$ cat src/rtl/io_bus_arbiter_pkg.sv
// io_bus_arbiter_pkg: shared core/request/response types and the arbiter FSM state enum
package io_bus_arbiter_pkg;
  localparam int NUM_CORES = 4;
  typedef logic [3:0] core_id_t;
  typedef logic [1:0] thread_idx_t;
  typedef logic [31:0] scalar_t;
  typedef struct packed {
    logic store;
    thread_idx_t thread_idx;
    scalar_t address;
    scalar_t value;
  } ioreq_packet_t;
  typedef struct packed {
    core_id_t core;
    thread_idx_t thread_idx;
    scalar_t read_value;
  } iorsp_packet_t;
  typedef enum logic [1:0] {IDLE, BUS, RESP} io_arb_state_t;
endpackage

$ cat src/rtl/io_bus_interface.sv
// io_bus_interface: non-cached peripheral bus; master drives strobes/address/write_data, slave returns read_data one cycle after read_en
interface io_bus_interface;
  import io_bus_arbiter_pkg::*;
  logic write_en;
  logic read_en;
  scalar_t address;
  scalar_t write_data;
  scalar_t read_data;
  modport master(output write_en, read_en, address, write_data, input read_data);
  modport slave(input write_en, read_en, address, write_data, output read_data);
endinterface

$ cat src/rtl/io_bus_arbiter_rr_arbiter.sv
// rr_arbiter: round-robin one-hot grant from request bitmap (ports clk, reset_n, request, update_en, grant); pointer advances past the winner on update_en
module rr_arbiter #(
  parameter int NUM_REQUESTERS = 4
) (
  input  logic                      clk,
  input  logic                      reset_n,
  input  logic [NUM_REQUESTERS-1:0] request,
  input  logic                      update_en,
  output logic [NUM_REQUESTERS-1:0] grant
);
  localparam int PW = NUM_REQUESTERS > 1 ? $clog2(NUM_REQUESTERS) : 1;
  logic [PW-1:0] ptr_q, ptr_d;
  logic hit;
  int sel;
  always_comb begin
    hit = 1'b0;
    sel = 0;
    for (int i = 0; i < NUM_REQUESTERS; i++)
      if (!hit && request[i] && i >= int'(ptr_q)) begin
        hit = 1'b1;
        sel = i;
      end
    for (int i = 0; i < NUM_REQUESTERS; i++)
      if (!hit && request[i]) begin
        hit = 1'b1;
        sel = i;
      end
    for (int i = 0; i < NUM_REQUESTERS; i++) grant[i] = hit && sel == i;
    ptr_d = (update_en && hit) ? (sel == NUM_REQUESTERS - 1 ? '0 : PW'(sel + 1)) : ptr_q;
  end
  always_ff @(posedge clk or negedge reset_n)
    if (!reset_n) ptr_q <= '0;
    else ptr_q <= ptr_d;
endmodule

$ cat src/rtl/io_bus_arbiter.sv
// io_bus_arbiter: round-robin arbiter serialising per-core IO requests onto one peripheral bus (ports clk, reset_n, ioreq_valid/ioreq in, ioreq_ack/iorsp_valid/iorsp out, io_bus master)
module io_bus_arbiter
  import io_bus_arbiter_pkg::*;
#(
  parameter int NUM_REQUESTERS = NUM_CORES
) (
  input  logic                      clk,
  input  logic                      reset_n,
  input  logic [NUM_REQUESTERS-1:0] ioreq_valid,
  input  ioreq_packet_t             ioreq [NUM_REQUESTERS],
  output logic [NUM_REQUESTERS-1:0] ioreq_ack,
  output logic                      iorsp_valid,
  output iorsp_packet_t             iorsp,
  io_bus_interface.master           io_bus
);
  logic [NUM_REQUESTERS-1:0] grant;
  logic grant_en;
  io_arb_state_t state_q, state_d;
  ioreq_packet_t pkt_q, pkt_d;
  core_id_t core_q, core_d;
  rr_arbiter #(.NUM_REQUESTERS(NUM_REQUESTERS)) u_rr (
    .clk(clk),
    .reset_n(reset_n),
    .request(ioreq_valid),
    .update_en(grant_en),
    .grant(grant)
  );
  always_comb begin
    grant_en = reset_n && state_q == IDLE && |ioreq_valid;
    ioreq_ack = grant_en ? grant : '0;
    pkt_d = pkt_q;
    core_d = core_q;
    for (int i = 0; i < NUM_REQUESTERS; i++)
      if (grant_en && grant[i]) begin
        pkt_d = ioreq[i];
        core_d = core_id_t'(i);
      end
    state_d = state_q == IDLE ? (grant_en ? BUS : IDLE) : state_q == BUS ? RESP : IDLE;
  end
  always_ff @(posedge clk or negedge reset_n)
    if (!reset_n) begin
      state_q <= IDLE;
      pkt_q <= '0;
      core_q <= '0;
    end else begin
      state_q <= state_d;
      pkt_q <= pkt_d;
      core_q <= core_d;
    end
  assign io_bus.write_en = state_q == BUS && pkt_q.store;
  assign io_bus.read_en = state_q == BUS && !pkt_q.store;
  assign io_bus.address = pkt_q.address;
  assign io_bus.write_data = pkt_q.value;
  assign iorsp_valid = state_q == RESP;
  assign iorsp.core = core_q;
  assign iorsp.thread_idx = pkt_q.thread_idx;
  assign iorsp.read_value = (state_q == RESP && !pkt_q.store) ? io_bus.read_data : '0;
endmodule

$ cat src/flat_wrapper.sv
// flat-port wrapper written by rule: the top's interface ports become plain ports
module io_bus_arbiter_flat import io_bus_arbiter_pkg::*;
#(
  parameter int NUM_REQUESTERS = NUM_CORES
)
  (clk, reset_n, ioreq_valid, ioreq, ioreq_ack, iorsp_valid, iorsp, io_bus_write_en, io_bus_read_en, io_bus_address, io_bus_write_data, io_bus_read_data);
  io_bus_interface io_bus_i ();
  input  logic clk;
  input  logic reset_n;
  input  logic [NUM_REQUESTERS-1:0] ioreq_valid;
  input  ioreq_packet_t ioreq[NUM_REQUESTERS];
  output logic [NUM_REQUESTERS-1:0] ioreq_ack;
  output logic iorsp_valid;
  output iorsp_packet_t iorsp;
  output wire logic [$bits(io_bus_i.write_en)-1:0] io_bus_write_en;
  output wire logic [$bits(io_bus_i.read_en)-1:0] io_bus_read_en;
  output wire logic [$bits(io_bus_i.address)-1:0] io_bus_address;
  output wire logic [$bits(io_bus_i.write_data)-1:0] io_bus_write_data;
  input wire logic [$bits(io_bus_i.read_data)-1:0] io_bus_read_data;
  assign io_bus_write_en = io_bus_i.write_en;
  assign io_bus_read_en = io_bus_i.read_en;
  assign io_bus_address = io_bus_i.address;
  assign io_bus_write_data = io_bus_i.write_data;
  assign io_bus_i.read_data = io_bus_read_data;
  io_bus_arbiter #(.NUM_REQUESTERS(NUM_REQUESTERS)) u_core (.clk(clk), .reset_n(reset_n), .ioreq_valid(ioreq_valid), .ioreq(ioreq), .ioreq_ack(ioreq_ack), .iorsp_valid(iorsp_valid), .iorsp(iorsp), .io_bus(io_bus_i));
endmodule
$ cat config.mk
export PLATFORM = sky130hd
export DESIGN_NAME = io_bus_arbiter_flat
export DESIGN_NICKNAME = d
export VERILOG_FILES = /design/src/rtl/io_bus_arbiter_pkg.sv /design/src/rtl/io_bus_interface.sv /design/src/rtl/io_bus_arbiter_rr_arbiter.sv /design/src/rtl/io_bus_arbiter.sv /design/src/flat_wrapper.sv
export SDC_FILE = /design/constraint.sdc
export NUM_CORES = 1
export LEC_CHECK = 0
export ABC_AREA = 1
export BUFFER_PORTS_ARGS = -buffer_cell sky130_fd_sc_hd__buf_2
export CAP_MARGIN = 10
export CORE_UTILIZATION = 28
export CTS_BUF_LIST = sky130_fd_sc_hd__clkbuf_8 sky130_fd_sc_hd__clkbuf_16
export CTS_CLUSTER_SIZE = 25
export DETAILED_ROUTE_END_ITERATION = 10
export GPL_ROUTABILITY_DRIVEN = 0
export RECOVER_POWER = 100
export SYNTH_ARGS = -nofsm -noshare
export SYNTH_HDL_FRONTEND = slang
export SYNTH_SLANG_ARGS = --single-unit
export TNS_END_PERCENT = 30
$ cat constraint.sdc
create_clock -name clk -period 2.75 [get_ports clk]
set_input_delay 0.4125 -clock clk [delete_from_list [all_inputs] [get_ports clk]]
set_output_delay 0.4125 -clock clk [all_outputs]
set_load 0.02 [all_outputs]
==> summary.txt <==
Clock tree
  – CTS Buf Count: 9
  – Clock H-tree levels: 3
  – Buffer cell driving the clock tree root: sky130_fd_sc_hd__clkbuf_16
  – CTS sink cnt: 73
  – Clock-pin slew on the worst setup and hold paths: approximately 0.060 ns
  – CTS tree: yes
  – Skew-Pair Late Insertion Delay: 0.33 ns
  – Bufs on Longest Clock Path: 2
  – Post-CTS Resized: 0

Yosys
  – Top cell type's share of synthesized area: 0.2624
  – Cell taking the most area after synthesis: sky130_fd_sc_hd__dfrtp_1
  – Mean instance size in the synthesized netlist: between 5 and 6 µm²
  – Post-synthesis sequential element count: between 70 and 80
  – Register area share after synthesis: 0.2624
  – Yosys warning total: 0
  – Gate count after technology mapping: 1185
  – Distinct cells, synth: 22
  – Synth area leaders: sky130_fd_sc_hd__dfrtp_1 (26%), sky130_fd_sc_hd__inv_1 (15%), sky130_fd_sc_hd__nand2_1 (15%)
  – Synthesized cell area: approximately 7000 µm²

Layout
  – Area growth from synthesis to final layout: 29.25%
  – Top library cells by usage in the layout, fill and taps aside: sky130_fd_sc_hd__buf_2 (306), sky130_fd_sc_hd__inv_1 (287), sky130_fd_sc_hd__nand2_1 (283)
  – Share of final-layout standard cells stronger than drive strength 1: 0.2398
  – Fin nets: 1794
  – Most common cell after layout, fill and taps aside: sky130_fd_sc_hd__buf_2
  – Post-layout utilization of the core: 0.3701

Placement
  – Worst setup slack before clock tree synthesis: 0.3138 ns
  – Count of port buffers added during placement: 412
  – Detailed Place HPWL: 19340 µm

Pwr
  – IR drop worst, VDD: 0.0003251 V
  – Power Total: between 6 and 7 mW
  – Leakage component of the power: about 5.6 nW
  – Cell Pwr Density: 702.8 nW/µm²

Floorplan
  – Standard-cell row count: 57
  – Core region area: 24320 µm²
  – Horizontal extent of the die: roughly 160 µm
  – Chip height: 159.7 µm
  – Starting density of the core: 0.2863
  – I/O pin cnt: 415
  – Area of the die: 25500 µm²

STA
  – Number of failing setup endpoints in the final timing report: 0
  – Ratio of final minimum period to clock period: 0.9114
  – Setup slack of the critical path after layout: 0.2436 ns
  – Number of hold violations in the final report: 0
  – Setup repair after global routing missed its margin: false
  – Setup TNS: 0 ns
  – Highest achievable clock rate: 399.0 MHz
  – Setup clock skew after layout: 0.008680 ns
  – Final-report max-slew violation count: 30
  – Clock period minus final worst setup slack: 2.506 ns
  – Worst slew margin: -0.09400
  – Tightest Pin Transition: 1.641 ns

Worst setup path
  – Type of the worst setup path: reg -> out
  – CP Capture Type: primary output
  – Register-to-register setup slack: 0.32 ns
  – Startpoint type of the worst setup path: register
  – Capturing point of the worst reg2reg path: u_core.io_bus.address[16]$_DFFE_PN0P_
  – RR Startpoint: u_core.u_rr.ptr_q[1]$_DFFE_PN0P_
  – Data arrival, critical path: 2.09 ns
  – Critical-path maximum fanout: 70
  – Worst Reg-to-Reg Cells: 15
  – Data required time at the worst endpoint: about 2.3 ns

Outcome
  – Outcome: finished, violations left
  – Violated checks: capacitance limit, slew limit

Drt
  – Vias per Instance: 4.544
  – DR iter-0 viols: 647
  – Number of antenna-violating nets in the routed design: 0
  – Post-detailed-route DRC marker count: 0
  – Drt first pass iters: 5
  – Post-Route WL: between 20000 and 30000 µm
  – Mean routed wirelength per cell: 14.70 µm
  – Via count: 8248

Job
  – Number of max-capacitance violations reported: 1

Worst hold path
  – Kind of path behind the tightest hold check: in -> reg
  – Hold worst-path end: u_core.io_bus.address[9]$_DFFE_PN0P_
  – Worst hold path stage count: 3
  – HP Start: ioreq[41]

Global route
  – Global Route Usage Sum: 0.2027
  – First-pass GRT wire length: 41210 µm
  – Initial antenna violation count: 2
  – Overall overflow remaining after global route: 0
  – Maximum number of pins on one net before global-route repair: 71
  – Number of global-route vias before repair: 7924
[final cells by class]
cell class                 count  area, µm²
clock buffer                   9      225.2
multi-input combinational    676       3164
clock inverter                 7      88.84
antenna                        2      5.005
sequential                    73       1827
fill                        2795      15320
inverter                     286       1074
tap                          324      405.4
timing repair buffer         438       2211
[synthesized netlist by cell type]
cell / n
sky130_fd_sc_hd__a21oi_1: 99
sky130_fd_sc_hd__buf_2: 40
sky130_fd_sc_hd__buf_4: 74
sky130_fd_sc_hd__buf_6: 4
sky130_fd_sc_hd__buf_8: 1
sky130_fd_sc_hd__clkbuf_1: 33
sky130_fd_sc_hd__conb_1: 1
sky130_fd_sc_hd__dfrtp_1: 73
sky130_fd_sc_hd__ha_1: 4
sky130_fd_sc_hd__inv_1: 283
sky130_fd_sc_hd__inv_2: 3
sky130_fd_sc_hd__nand2_1: 282
sky130_fd_sc_hd__nand2_2: 3
sky130_fd_sc_hd__nand3_1: 69
sky130_fd_sc_hd__nand3_2: 3
sky130_fd_sc_hd__nand4_1: 99
sky130_fd_sc_hd__nor2_1: 69
sky130_fd_sc_hd__nor2_8: 1
sky130_fd_sc_hd__nor3_1: 2
sky130_fd_sc_hd__o211ai_1: 1
sky130_fd_sc_hd__o21ai_0: 26
sky130_fd_sc_hd__o21ai_1: 15
[worst max-delay path, cell delays in order (launching register included)]
cell and delay [ns]:
sky130_fd_sc_hd__dfrtp_1 0.38, sky130_fd_sc_hd__inv_1 0.11, sky130_fd_sc_hd__nand2_1 0.17, sky130_fd_sc_hd__nor2_8 0.42
sky130_fd_sc_hd__nand2_4 0.11, sky130_fd_sc_hd__buf_12 0.22, sky130_fd_sc_hd__nor2_1 0.14, sky130_fd_sc_hd__clkbuf_2 0.20
[how the worst max path moves through the flow]
stage / slack (ns) / startpoint / cells past startpoint / end
4_1_cts: 0.08 / u_core.u_rr.ptr_q[1]$_DFFE_PN0P_ / 10 / ioreq_ack[1]
3_5_place_dp: 0.31 / ioreq_valid[1] / 14 / u_core.io_bus.write_data[23]$_DFFE_PN0P_
6_report: 0.24 / u_core.state_q[0]$_DFF_PN0_ / 7 / ioreq_ack[0]
2_1_floorplan: 0.51 / ioreq_valid[1] / 11 / ioreq_ack[2]
3_3_place_gp: 0.32 / ioreq_valid[1] / 11 / ioreq_ack[1]
5_1_grt: 0.04 / u_core.state_q[0]$_DFF_PN0_ / 7 / ioreq_ack[0]
[registers in the layout, summed over array words and instances, names as in the netlist]
signal                    cells
u_core.core_q                 2
u_core.iorsp                  2
u_core.io_bus.write_data     32
u_core.state_q                2
u_core.io_bus.address        32
u_core.pkt_q                  1
u_core.u_rr.ptr_q             2
[power breakdown]
part	switching (mW)	internal [mW]	leakage (nW)
combinational	2.28	1.02	4.55
clock	0.468	0.788	0.163
sequential	0.264	1.51	0.857
[repair_timing]
action	in CTS	in global routing
setup endpoints to repair	0	1
hold buffers	0	0
setup buffers	0	1
[through the flow]
| step | hold WS, ns | instances | area (µm²) |
|---|---|---|---|
| after floorplan | 0.1169 | 1186 | 6967 |
| after CTS | 0.09971 | 1811 | 9141 |
| after global placement | 0.4583 | 1795 | 8827 |
| after detailed placement | 0.4619 | 1795 | 8827 |
| after global routing | 0.3737 | 1815 | 9000 |
| final | 0.3789 | 1815 | 9000 |
[per-layer routing]
| layer | vias to the layer above | global-route usage | wire length, µm |
|---|---|---|---|
| li1 | 4160 | - | - |
| met1 | 3658 | 0.2417 | 11300 |
| met2 | 392 | 0.3549 | 12870 |
| met3 | 38 | 0.04156 | 1904 |
| met4 | 0 | 0.07998 | 606 |
| met5 | - | 0 | 0 |
[cell families after synthesis]
kind of cell,after synthesis,synth area share
compound gates,141,0.1017
fa+ha+maj,4,0.007188
buf+inv,438,0.2891
flops,73,0.2624
other cells,1,0.0005386
simple gates,528,0.3391
Power figures use the tool's default switching activity.
